**config.mk**
```make
export PLATFORM = sky130hd
export DESIGN_NAME = quad_decoder
export DESIGN_NICKNAME = d
export VERILOG_FILES = /design/src/rtl/quad_pkg.sv /design/src/rtl/quad_channel.sv /design/src/rtl/quad_decoder.sv
export SDC_FILE = /design/constraint.sdc
export NUM_CORES = 1
export LEC_CHECK = 0
export ABC_AREA = 1
export CORE_MARGIN = 8
export CORE_UTILIZATION = 48
export DETAILED_ROUTE_END_ITERATION = 10
export GPL_TIMING_DRIVEN = 0
export PLACE_DENSITY = 0.76
export SLEW_MARGIN = 20
export SYNTH_ARGS = -nofsm -noshare
export SYNTH_HDL_FRONTEND = slang
export SYNTH_SLANG_ARGS = --single-unit
```
**constraint.sdc**
```tcl
create_clock -name clk -period 2.09 [get_ports clk]
set_input_delay 0.418 -clock clk [delete_from_list [all_inputs] [get_ports clk]]
set_output_delay 0.418 -clock clk [all_outputs]
set_load 0.005 [all_outputs]
```
**src/rtl/quad_pkg.sv**
```systemverilog
// Shared definitions for the quadrature decoder: phase encodings, step kinds
// and the pure transition decoder used by every channel.
package quad_pkg;

    localparam logic [1:0] S00 = 2'b00;
    localparam logic [1:0] S10 = 2'b10;
    localparam logic [1:0] S11 = 2'b11;
    localparam logic [1:0] S01 = 2'b01;

    typedef enum logic [1:0] {
        NONE    = 2'd0,
        UP      = 2'd1,
        DOWN    = 2'd2,
        ILLEGAL = 2'd3
    } step_kind_t;

    // Up order is 00 -> 10 -> 11 -> 01 -> 00; both bits flipping is illegal.
    function automatic step_kind_t quad_decode(input logic [1:0] prev, input logic [1:0] cur);
        step_kind_t kind;
        kind = NONE;
        if (prev == cur) begin
            kind = NONE;
        end else if ((prev ^ cur) == 2'b11) begin
            kind = ILLEGAL;
        end else begin
            case (prev)
                S00:     kind = (cur == S10) ? UP : DOWN;
                S10:     kind = (cur == S11) ? UP : DOWN;
                S11:     kind = (cur == S01) ? UP : DOWN;
                S01:     kind = (cur == S00) ? UP : DOWN;
                default: kind = NONE;
            endcase
        end
        return kind;
    endfunction

endpackage

```
**src/rtl/quad_channel.sv**
```systemverilog
// One quadrature channel: pin synchroniser, previous-phase register, counter
// and step/dir/err outputs. Error tracking is built only when QUAD_ERR_EN is defined.
module quad_channel
    import quad_pkg::*;
#(
    parameter int WIDTH       = 8,
    parameter int SYNC_STAGES = 2,
    parameter int SATURATE    = 0
) (
    input  logic             clk,
    input  logic             reset,
    input  logic             priming,
    input  logic             a,
    input  logic             b,
    input  logic             zero,
    output logic [WIDTH-1:0] value,
    output logic             step,
    output logic             dir,
    output logic             err
);

    localparam bit               SAT_EN     = (SATURATE != 0);
    localparam logic [WIDTH-1:0] VALUE_MAX  = {WIDTH{1'b1}};
    localparam logic [WIDTH-1:0] VALUE_ZERO = {WIDTH{1'b0}};
    localparam logic [WIDTH-1:0] VALUE_ONE  = {{(WIDTH-1){1'b0}}, 1'b1};

    logic [SYNC_STAGES-1:0] a_sync_r;
    logic [SYNC_STAGES-1:0] b_sync_r;
    logic [1:0]             prev_r;
    logic [WIDTH-1:0]       value_r;
    logic                   step_r;
    logic                   dir_r;

    logic [1:0]             cur_s;
    step_kind_t             kind_s;
    logic [WIDTH-1:0]       value_nxt_s;
    logic                   step_nxt_s;
    logic                   dir_nxt_s;

    assign cur_s  = {a_sync_r[SYNC_STAGES-1], b_sync_r[SYNC_STAGES-1]};
    assign kind_s = quad_decode(prev_r, cur_s);

    // Next count/step/dir: zero wins, priming counts nothing, saturation blocks the step.
    always_comb begin
        value_nxt_s = value_r;
        step_nxt_s  = 1'b0;
        dir_nxt_s   = dir_r;
        if (zero) begin
            value_nxt_s = VALUE_ZERO;
        end else if (priming) begin
            value_nxt_s = value_r;
        end else begin
            case (kind_s)
                UP: begin
                    if (SAT_EN && (value_r == VALUE_MAX)) begin
                        value_nxt_s = value_r;
                    end else begin
                        value_nxt_s = value_r + VALUE_ONE;
                        step_nxt_s  = 1'b1;
                        dir_nxt_s   = 1'b1;
                    end
                end
                DOWN: begin
                    if (SAT_EN && (value_r == VALUE_ZERO)) begin
                        value_nxt_s = value_r;
                    end else begin
                        value_nxt_s = value_r - VALUE_ONE;
                        step_nxt_s  = 1'b1;
                        dir_nxt_s   = 1'b0;
                    end
                end
                default: value_nxt_s = value_r;
            endcase
        end
    end

    // Synchroniser chain, previous phase and registered outputs.
    always_ff @(posedge clk) begin
        if (reset) begin
            a_sync_r <= {SYNC_STAGES{1'b0}};
            b_sync_r <= {SYNC_STAGES{1'b0}};
            prev_r   <= 2'b00;
            value_r  <= VALUE_ZERO;
            step_r   <= 1'b0;
            dir_r    <= 1'b0;
        end else begin
            a_sync_r <= {a_sync_r[SYNC_STAGES-2:0], a};
            b_sync_r <= {b_sync_r[SYNC_STAGES-2:0], b};
            prev_r   <= cur_s;
            value_r  <= value_nxt_s;
            step_r   <= step_nxt_s;
            dir_r    <= dir_nxt_s;
        end
    end

    assign value = value_r;
    assign step  = step_r;
    assign dir   = dir_r;

`ifdef QUAD_ERR_EN
    logic err_r;
    logic illegal_s;

    assign illegal_s = (kind_s == ILLEGAL) && !priming;

    // Sticky error; a clear in the same cycle as a new illegal transition leaves it set.
    always_ff @(posedge clk) begin
        if (reset) begin
            err_r <= 1'b0;
        end else if (zero) begin
            err_r <= illegal_s;
        end else begin
            err_r <= err_r | illegal_s;
        end
    end

    assign err = err_r;
`else
    assign err = 1'b0;
`endif

endmodule

```
**src/rtl/quad_decoder.sv**
```systemverilog
// Multi-channel 4x quadrature decoder top: shared post-reset priming counter
// plus per-channel packing. Optional sticky error flags via QUAD_ERR_EN.
module quad_decoder
    import quad_pkg::*;
#(
    parameter int CHANNELS    = 2,
    parameter int WIDTH       = 8,
    parameter int SYNC_STAGES = 2,
    parameter int SATURATE    = 0
) (
    input  logic                      clk,
    input  logic                      reset,
    input  logic [CHANNELS-1:0]       a,
    input  logic [CHANNELS-1:0]       b,
    input  logic [CHANNELS-1:0]       zero,
    output logic [CHANNELS*WIDTH-1:0] value,
    output logic [CHANNELS-1:0]       step,
    output logic [CHANNELS-1:0]       dir,
    output logic [CHANNELS-1:0]       err
);

    localparam int SYNC_N       = (SYNC_STAGES < 2) ? 2 : SYNC_STAGES;
    localparam int PRIME_CYCLES = SYNC_N + 1;
    localparam int PRIME_W      = $clog2(PRIME_CYCLES + 1);
    localparam logic [PRIME_W-1:0] PRIME_LAST = PRIME_W'(PRIME_CYCLES);
    localparam logic [PRIME_W-1:0] PRIME_ONE  = PRIME_W'(1);

    logic [PRIME_W-1:0] prime_cnt_r;
    logic               priming_s;

    // Priming lasts until the sync chain and prev register hold settled pin levels.
    assign priming_s = (prime_cnt_r != PRIME_LAST);

    // Prime counter restarts on every reset and parks at its terminal value.
    always_ff @(posedge clk) begin
        if (reset) begin
            prime_cnt_r <= {PRIME_W{1'b0}};
        end else if (priming_s) begin
            prime_cnt_r <= prime_cnt_r + PRIME_ONE;
        end else begin
            prime_cnt_r <= prime_cnt_r;
        end
    end

    for (genvar i = 0; i < CHANNELS; i++) begin : g_ch
        quad_channel #(
            .WIDTH      (WIDTH),
            .SYNC_STAGES(SYNC_N),
            .SATURATE   (SATURATE)
        ) u_ch (
            .clk    (clk),
            .reset  (reset),
            .priming(priming_s),
            .a      (a[i]),
            .b      (b[i]),
            .zero   (zero[i]),
            .value  (value[i*WIDTH +: WIDTH]),
            .step   (step[i]),
            .dir    (dir[i]),
            .err    (err[i])
        );
    end

endmodule
```
==> run summary, run 1 <==
R2R Setup Slk - 0.07 ns
Crit Reg-Reg Endpoint - g_ch[0].u_ch.value[5]$_SDFFE_PP0P_
Vias in the first global route - 1555
Chip Height - 79.93 µm
Leading cell types in the layout, fill and taps excluded - nand2_1 (50), nor2_1 (42), inv_1 (40), dfxtp_1 (29), clkdlybuf4s50_1 (27)
Sequential-to-total area share from yosys stat - 34.69%
Area delta synth->final - 35.46%
First-pass GRT wire length - 6.486 mm
Final worst slack - 0.06659 ns
Int Pwr - 1.169 mW
Comb pwr share - 18.2%
Final min period - 2.023 ns
Crit path from - g_ch[0].u_ch.prev_r[0]$_SDFF_PP0_
Wirelength per Cell - 11.35 µm
Fin Hold WS - 0.3981 ns
PD cells - 599.0 nW/µm²
R2r startpoint - g_ch[0].u_ch.prev_r[0]$_SDFF_PP0_
Yosys warns - 0
Residual DRC - 0
Initial DRT Pass Iterations - 4
Synth Cell Area - 1962 µm²
Chip width - 79.93 µm
Layout net count - 347
Gr usage total - 12.75%
Clk_lat worst skew - 0.29 ns
Fin. Hold Viols - 0
TritonCTS Sinks - 34
Static Leak - 1.181 nW
Sequential share of power - 43.3%
Post-synth cell types - 25
Sw frac - 26.54%
Fin crit share - 96.81%
Crit path arrival time - 2.22 ns
Worst vdd ir - 0.0004025 V
Largest net degree at the start of global routing - 12
CP Launch Type - flop
CTS buffer count - 5
Final HPWL DP - 2.835 mm
Core Rows - 23
Clock power share - 38.5%
Most common cell after layout, fill and taps aside - nand2_1
Outcome - complete, no violations
Max-cap violations - 0
Initial antenna violation count - 0
F_max - 0.4942 GHz
Starting Density - 49.40%
Crit path to - g_ch[0].u_ch.value[5]$_SDFFE_PP0P_
Final GP Congestion - 0.8391
Syn Inst Count - 280
Syn Area/Cell - 7.007 µm²
Maximum buffer depth of the clock tree - 2
CTS tree - done
Setup slack at placement - -0.2633 ns
Synth Register Bits - 34
RSZ-0062 raised after global routing - yes
H-tree levels - 2
CTS clk-pin slew, worst paths - 0.07 ns
Hold buffer count at CTS - 0
Share of cells above drive strength 1 - 19.50%
# diodes - 0
Crit path kind - reg2reg
Final clock skew - 0.005754 ns
P_sw - 0.4224 mW
IO Count - 30
Root buf cell - clkbuf_8
Crit path max fanout - 7
Die ar. - 6389 µm²
DR vias/cell - 4.759
Initial DRC count - 80
Total grt overflow - 0
Via Count - 1775
Core area - 3971 µm²
Final slew viol count - 0
Antenna viol nets, final - 0
Area contributors post-synth - dfxtp_1 (35%), nand2_1 (11%), ha_1 (9.6%)
Overall power - 1.592 mW
Path type of the worst min-delay path - reg2reg
PortBufs - 27
Reg2reg path depth - 12
Routed WL - 4.232 mm
Count of final setup violators - 0
Data required, critical path - 2.29 ns
Post-synth top area share - 34.69%
Critical path capture point type - flop
Synth area leader - dfxtp_1
[power groups by stage]
stage / clock network (mW) / logic (mW) / registers (mW)
after floorplan: 0 / 0.161 / 0.700
after global placement: 0 / 0.214 / 0.702
after detailed placement: 0 / 0.219 / 0.703
after CTS: 0.630 / 0.244 / 0.689
after global routing: 0.660 / 0.323 / 0.694
final: 0.613 / 0.289 / 0.689
[timing repair]
| action | in CTS | in global routing |
|---|---|---|
| pin swaps | 0 | 18 |
| setup endpoints to repair | 10 | 10 |
| buffers inserted | 2 | 5 |
| resized for setup | 9 | 39 |
[registers in the layout, indices dropped and copies added, names as in the netlist]
| signal | cells |
|---|---|
| g_ch.u_ch.prev_r | 4 |
| g_ch.u_ch.value | 16 |
| g_ch.u_ch.dir | 2 |
| g_ch.u_ch.a_sync_r | 4 |
| g_ch.u_ch.b_sync_r | 4 |
| prime_cnt_r | 2 |
| g_ch.u_ch.step | 2 |
[metrics by stage]
step,instances,util (%),area [µm²],setup TNS (ns)
after floorplan,281,-,1966,0
after CTS,368,62.38,2477,0
final,373,66.92,2658,0
after detailed placement,358,57.88,2298,-1.679
after global routing,373,66.92,2658,-0.2348
after global placement,358,57.88,2298,-1.272
[worst min path at each step]
stage                                              startpoint                                  end  depth (start not counted)
final                     g_ch[1].u_ch.a_sync_r[0]$_SDFF_PP0_  g_ch[1].u_ch.a_sync_r[1]$_SDFF_PP0_                          2
after global routing      g_ch[0].u_ch.b_sync_r[0]$_SDFF_PP0_  g_ch[0].u_ch.b_sync_r[1]$_SDFF_PP0_                          2
after CTS                 g_ch[1].u_ch.a_sync_r[0]$_SDFF_PP0_  g_ch[1].u_ch.a_sync_r[1]$_SDFF_PP0_                          2
after detailed placement  g_ch[1].u_ch.a_sync_r[0]$_SDFF_PP0_  g_ch[1].u_ch.a_sync_r[1]$_SDFF_PP0_                          2
after global placement    g_ch[0].u_ch.b_sync_r[0]$_SDFF_PP0_  g_ch[0].u_ch.b_sync_r[1]$_SDFF_PP0_                          2
after floorplan           g_ch[0].u_ch.a_sync_r[0]$_SDFF_PP0_  g_ch[0].u_ch.a_sync_r[1]$_SDFF_PP0_                          2
[metal layers]
metal / share of wire [%] / global-route usage (%) / vias to the layer above / routed length, µm
met5: 0 / 0 / - / 0
met4: 1.4 / 5.273 / 0 / 59
met3: 5.5 / 4.842 / 7 / 233
met2: 50 / 20.70 / 37 / 2105
met1: 43 / 14.62 / 788 / 1834
li1: - / - / 943 / -
[synthesized netlist by cell type (all sizes together)]
| master | count |
|---|---|
| conb | 1 |
| inv | 46 |
| o211ai | 2 |
| clkbuf | 2 |
| or2 | 6 |
| xor2 | 5 |
| nand3 | 17 |
| o22ai | 1 |
| fa | 2 |
| nor2 | 44 |
| a21oi | 16 |
| xnor2 | 5 |
| a32o | 1 |
| nand2 | 58 |
| nand3b | 6 |
| buf | 8 |
| o21ai | 11 |
| ha | 15 |
| dfxtp | 34 |
[worst max-delay path: stages (launching register included)]
cell,delay [ns]
dfxtp_2,0.35
nand2_2,0.09
o21ai_2,0.06
a32o_2,0.26
ha_4,0.21
buf_6,0.14
ha_4,0.29
nand2_2,0.05
nand3b_1,0.19
nand3_1,0.09
nand3_1,0.09
nand2_1,0.07
inv_1,0.04
[cell families after synthesis]
logic type / count (synthesis) / share of synthesized area, %
xor gates and xnor gates: 10 / 4.464
other: 1 / 0.1911
DFF: 34 / 34.69
AOI/OAI and AO/OA: 31 / 8.482
buffers and inverters: 56 / 11.99
and+or+nand+nor: 131 / 28.57
adders and majority gates: 17 / 11.61
[layout make-up]
cell class | instances | area, µm²
clock buffer | 5 | 68.82
clock inverter | 3 | 40.04
buffer | 10 | 62.56
inverter | 46 | 175.2
timing repair buffer | 34 | 334.1
sequential | 34 | 689.4
fill | 345 | 1314
tap | 50 | 62.56
multi-input combinational | 191 | 1225
(Power assumes the default switching activity.)
==> run 2: changes to the inputs <==
--- a/config.mk
+++ b/config.mk
@@ -5,7 +5,6 @@
 export SDC_FILE = /design/constraint.sdc
 export NUM_CORES = 1
 export LEC_CHECK = 0
-export ABC_AREA = 1
 export CORE_MARGIN = 8
 export CORE_UTILIZATION = 48
 export DETAILED_ROUTE_END_ITERATION = 10
@@ -15,3 +14,4 @@
 export SYNTH_ARGS = -nofsm -noshare
 export SYNTH_HDL_FRONTEND = slang
 export SYNTH_SLANG_ARGS = --single-unit
+export TNS_END_PERCENT = 5
==> run summary, run 2 <==
Reg2reg path depth - 10
Vias in the first global route - 1554
EDFF count, synth - 0
Post-synth cell types - 54
Post-synth ARST share - 0%
Final slew viol count - 0
Outcome - complete, but fails checks
Leading cell types in the layout, fill and taps excluded - dfxtp_1 (29), clkdlybuf4s50_1 (27), nor2_1 (19), nand2_1 (18), nor2b_1 (15)
Synth Cell Area - 1903 µm²
Crit path max fanout - 7
Overall power - 1.533 mW
Maximum buffer depth of the clock tree - 2
RSZ-0062 raised after global routing - yes
Failing checks - negative setup slack
HP Start - g_ch[1].u_ch.a_sync_r[0]$_SDFF_PP0_
Sequential-to-total area share from yosys stat - 35.77%
Synth top cells by count - dfxtp_1 (34), nand2_1 (19), nor2_1 (19), a21oi_1 (18), nor2b_1 (17)
Residual DRC - 0
Synth Register Bits - 34
Max reg flops - 16
F_max - 0.4350 GHz
Root buf cell - clkbuf_8
Clk_lat worst skew - 0.30 ns
IO Count - 30
Share of cells above drive strength 1 - 25.29%
Count of final setup violators - 7
Data required, critical path - 2.27 ns
PortBufs - 27
CP Launch Type - flop
Setup TNS - -1.161 ns
Final GP Congestion - 0.7942
Final clock skew - 0.01258 ns
Path type of the worst min-delay path - reg2reg
Initial DRT Pass Iterations - 4
TritonCTS Sinks - 34
CTS clk-pin slew, worst paths - 0.07 ns
Area delta synth->final - 38.26%
Area contributors post-synth - dfxtp_1 (36%), ha_1 (9.9%), nor2b_1 (5.6%)
Syn Inst Count - 218
H-tree levels - 2
Syn Area/Cell - 8.730 µm²
Final min period - 2.299 ns
Synth area leader - dfxtp_1
Via Count - 1674
Total grt overflow - 0
Top_reg_cell synth - dfxtp_1
Final worst slack - -0.2087 ns
# diodes - 0
Worst vdd ir - 0.0004056 V
Max-cap violations - 0
Core Rows - 23
Die ar. - 6235 µm²
Core area - 3914 µm²
Post-DP Area - 2263 µm²
Crit Reg-Reg Endpoint - g_ch[1].u_ch.value[6]$_SDFFE_PP0P_
R2R Setup Slk - -0.21 ns
Final HPWL DP - 2.881 mm
Design area - 2631 µm²
Initial DRC count - 125
DR vias/cell - 5.383
Fin crit share - 110.0%
Wirelength per Cell - 14.30 µm
Largest net degree at the start of global routing - 11
CTS tree - done
Most common cell after layout, fill and taps aside - dfxtp_1
Chip Height - 78.97 µm
Layout net count - 285
Hold depth - 1
Antenna viol nets, final - 0
R2r startpoint - g_ch[1].u_ch.a_sync_r[1]$_SDFF_PP0_
CTS buffer count - 5
Gr usage total - 13.98%
Cell with the most instances after synthesis - dfxtp_1
Chip width - 78.97 µm
Static Leak - 0.9809 nW
Initial antenna violation count - 0
First-pass GRT wire length - 7.058 mm
Hold Crit Endpoint - g_ch[1].u_ch.a_sync_r[1]$_SDFF_PP0_
Starting Density - 48.63%
Fin. Hold Viols - 0
Yosys warns - 0
Routed WL - 4.448 mm
Post-synth top area share - 35.77%
PD cells - 582.5 nW/µm²
Crit path kind - reg2reg
Critical path capture point type - flop
Crit path arrival time - 2.48 ns
==> run 2: area by class of cell <==
type	count	area, µm²
clock buffer	7	76.32
sequential	34	691.9
multi-input combinational	166	1340
timing repair buffer	34	326.6
clock inverter	1	30.03
inverter	7	26.28
tap	50	62.56
fill	327	1282
buffer	12	77.57
==> run 2: report_power, final <==
| part | switching [mW] | total [mW] | internal [mW] | leakage (nW) |
|---|---|---|---|---|
| Clock | 0.251 | 0.608 | 0.357 | 0.0524 |
| Sequential | 0.0171 | 0.685 | 0.668 | 0.279 |
| Combinational | 0.119 | 0.239 | 0.120 | 0.649 |
==> run 2: worst max-delay path by stage <==
stage | to | start | cells after the start | slack [ns]
after detailed placement | g_ch[1].u_ch.value[5]$_SDFFE_PP0P_ | g_ch[1].u_ch.a_sync_r[1]$_SDFF_PP0_ | 9 | -0.32
after floorplan | g_ch[1].u_ch.value[7]$_SDFFE_PP0P_ | g_ch[1].u_ch.a_sync_r[1]$_SDFF_PP0_ | 9 | -0.05
after CTS | g_ch[1].u_ch.value[7]$_SDFFE_PP0P_ | g_ch[1].u_ch.a_sync_r[1]$_SDFF_PP0_ | 9 | -0.26
after global placement | g_ch[1].u_ch.value[5]$_SDFFE_PP0P_ | g_ch[1].u_ch.a_sync_r[1]$_SDFF_PP0_ | 9 | -0.30
after global routing | g_ch[1].u_ch.value[6]$_SDFFE_PP0P_ | g_ch[1].u_ch.a_sync_r[1]$_SDFF_PP0_ | 10 | -0.30
final | g_ch[1].u_ch.value[6]$_SDFFE_PP0P_ | g_ch[1].u_ch.a_sync_r[1]$_SDFF_PP0_ | 10 | -0.21
==> run 2: through the flow <==
stage,utilization [%],instances,worst slack (ns),hold WS (ns)
after floorplan,-,219,-0.05443,0.4137
final,67.23,311,-0.2087,0.4398
after global routing,67.23,311,-0.3031,0.4544
after detailed placement,57.83,296,-0.3200,0.4285
after global placement,57.83,296,-0.2954,0.4159
after CTS,63.17,310,-0.2631,0.4426
==> run 2: timing repair <==
item	CTS	global route
pin swaps	6	25
endpoints found under the setup margin	9	12
setup buffers	6	1
resized for setup	13	33
hold buffers	0	0
cloned	0	0
==> run 2: logic make-up (layout without fill, tap and decap cells) <==
kind of cell	after synthesis	after routing	synth area share [%]
multiplexers	2	2	1.052
adder cells (fa/ha/maj)	17	17	11.97
AO/OA/AOI/OAI	55	55	19.33
XOR/XNOR	5	5	2.301
other	1	2	0.1970
AND/OR/NAND/NOR	85	85	23.93
flip-flops	34	34	35.77
buffers and inverters	19	61	5.456
==> run 2: worst max-delay path, cell delays in order (launching register included) <==
cell	delay, ns
dfxtp_4	0.36
nor2b_4	0.13
o21ai_2	0.14
o31ai_2	0.11
ha_4	0.22
buf_6	0.14
fa_2	0.36
a21o_1	0.18
a21oi_2	0.18
o21ai_2	0.08
a211o_1	0.28
==> run 2: metal layers <==
layer	vias to the layer above	wire length (µm)	global-route usage [%]	share of wire [%]
li1	848	-	-	-
met1	776	1954	17.23	44
met2	40	2144	22.27	48
met3	10	254	3.499	5.7
met4	0	94	6.667	2.1
met5	-	0	0	0
==> run 3: changes to the inputs <==
--- a/config.mk
+++ b/config.mk
@@ -6,7 +6,7 @@
 export NUM_CORES = 1
 export LEC_CHECK = 0
 export CORE_MARGIN = 8
-export CORE_UTILIZATION = 48
+export CORE_UTILIZATION = 50
 export DETAILED_ROUTE_END_ITERATION = 10
 export GPL_TIMING_DRIVEN = 0
 export PLACE_DENSITY = 0.76
==> constraint.sdc (replaced) <==
create_clock -name clk -period 2.2 [get_ports clk]
set_input_delay 0.44 -clock clk [delete_from_list [all_inputs] [get_ports clk]]
set_output_delay 0.44 -clock clk [all_outputs]
set_load 0.005 [all_outputs]
==> run summary, run 3 (synthesized netlist as in run 2, its figures left out) <==
Outcome - complete, but fails checks
Failing checks - negative setup slack
Total grt overflow - 0
TritonCTS Sinks - 34
Residual DRC - 0
Gr usage total - 14.85%
CTS buffer count - 5
Critical Path Most Common Cell - ha_4
H-tree levels - 2
Crit path arrival time - 2.58 ns
Vias in the first global route - 1635
Clk_lat worst skew - 0.29 ns
Crit Reg-Reg Endpoint - g_ch[0].u_ch.value[7]$_SDFFE_PP0P_
Chip width - 77.70 µm
Slew @ Worst Pin - 0.5052 ns
Root buf cell - clkbuf_8
Largest net degree at the start of global routing - 11
Final min period - 2.419 ns
Routed WL - 5.606 mm
R2R Setup Slk - -0.22 ns
Crit path from - g_ch[0].u_ch.b_sync_r[1]$_SDFF_PP0_
Static Leak - 1.014 nW
Hold depth - 1
Critical path capture point type - flop
Maximum buffer depth of the clock tree - 2
Crit path max fanout - 7
Fin crit share - 110.0%
Initial DRC count - 130
Setup slack at placement - -0.2536 ns
Leading cell types in the layout, fill and taps excluded - dfxtp_1 (27), clkdlybuf4s50_1 (27), nand2_1 (17), nor2_1 (17)
Data required, critical path - 2.36 ns
IO Count - 30
Max-slew headroom - 66.32%
Final worst slack - -0.2194 ns
Die ar. - 6037 µm²
Final GP Congestion - 0.8504
Share of cells above drive strength 1 - 32.71%
HP Start - g_ch[0].u_ch.b_sync_r[0]$_SDFF_PP0_
Count of final setup violators - 9
Area delta synth->final - 48.85%
DR vias/cell - 5.755
Hold buffer count at CTS - 0
Worst vdd ir - 0.0005803 V
Starting Density - 51.98%
PortBufs - 27
CTS clk-pin slew, worst paths - 0.07 ns
Core area - 3661 µm²
R2r startpoint - g_ch[0].u_ch.b_sync_r[1]$_SDFF_PP0_
Met1 usage - 18.60%
# diodes - 0
Final core occ - 77.38%
Initial antenna violation count - 0
Final HPWL DP - 2.970 mm
CP max stage delay - 0.36 ns
Max reg flops - 16
Critical Path, Cell by Cell - nand2b_4 -> a21oi_2 -> a31oi_2 -> ha_4 -> buf_6 -> ha_4 -> nand2_2 -> a211oi_4 -> nor3_2 -> o311ai_2 -> o41ai_2
PD cells - 500.9 nW/µm²
First-pass GRT wire length - 7.493 mm
Hold Crit Endpoint - g_ch[0].u_ch.b_sync_r[1]$_SDFF_PP0_
CTS tree - done
Wirelength per Cell - 17.85 µm
RSZ-0062 raised after global routing - yes
Crit path kind - reg2reg
Via Count - 1807
Final clock skew - 0.01228 ns
Chip Height - 77.70 µm
Met3 GRT Util - 5.760%
F_max - 0.4133 GHz
Grt peak-use layer - met2
Max-cap violations - 0
Final slew viol count - 0
Antenna viol nets, final - 0
CP max-delay cell - dfxtp_4
Initial DRT Pass Iterations - 4
Layout net count - 290
Reg2reg path depth - 11
Fin. Hold Viols - 0
Grt met2 use - 22.97%
Core Rows - 22
Overall power - 1.419 mW
Path type of the worst min-delay path - reg2reg
CP Launch Type - flop
-- run 3: cell count changes in the layout (fill, tap and decap cells not counted), sizes merged --
cell,before,now
buf,16,21
clkinv,0,1
bufinv,1,0
-- run 3: metrics by stage --
step	std cells	hold WS (ns)	instance area [µm²]	TNS, ns
after floorplan	219	0.4138	1912	-0.02525
after global placement	294	0.4173	2242	-1.268
after detailed placement	294	0.4281	2242	-1.436
after CTS	308	0.4414	2480	-0.6324
after global routing	314	0.4532	2833	-1.627
final	314	0.4378	2833	-0.9563
-- run 3: worst max-delay path, delay by kind of cell (launching register included) --
family	cells	cell delay, ns
flip-flops	1	0.36
buffers and inverters	1	0.15
AO/OA/AOI/OAI	5	0.92
AND/OR/NAND/NOR	3	0.32
adder cells (fa/ha/maj)	2	0.55
-- run 3: final cells by class --
cell class | instances | area [µm²]
Buffer | 12 | 77.57
Multi-Input combinational cell | 166 | 1498
Timing Repair Buffer | 39 | 382.9
Tap cell | 48 | 60.06
Inverter | 7 | 26.28
Fill cell | 225 | 828.3
Sequential cell | 34 | 696.9
Clock inverter | 1 | 5.005
Clock buffer | 7 | 86.33
-- run 3: worst max path at each step --
| stage | slack, ns | end |
|---|---|---|
| floorplan | -0.02 | g_ch[1].u_ch.value[5]$_SDFFE_PP0P_ |
| detailed placement | -0.25 | g_ch[1].u_ch.value[5]$_SDFFE_PP0P_ |
| finish | -0.22 | g_ch[0].u_ch.value[7]$_SDFFE_PP0P_ |
| global placement | -0.24 | g_ch[1].u_ch.value[5]$_SDFFE_PP0P_ |
| global route | -0.27 | g_ch[0].u_ch.value[7]$_SDFFE_PP0P_ |
| CTS | -0.13 | g_ch[1].u_ch.value[5]$_SDFFE_PP0P_ |
-- run 3: routing by layer --
metal	routed length, µm	part of all wire (%)	vias to the layer above
met1	2416	43	880
met3	280	5.0	17
met2	2775	50	52
met5	0	0	-
li1	-	-	858
met4	134	2.4	0
-- run 3: where the power goes --
part | total, mW | internal (mW) | leakage (nW) | switching [mW]
sequential | 0.654 | 0.634 | 0.280 | 0.0196
clock | 0.484 | 0.253 | 0.0482 | 0.231
combinational | 0.281 | 0.142 | 0.686 | 0.139
-- run 3: repair_timing --
action | 4_1_cts | 5_1_grt
setup endpoints to repair | 9 | 10
gates resized for setup | 19 | 60
setup buffers | 6 | 6
hold endpoints to repair | 0 | 0
pin swaps | 7 | 30
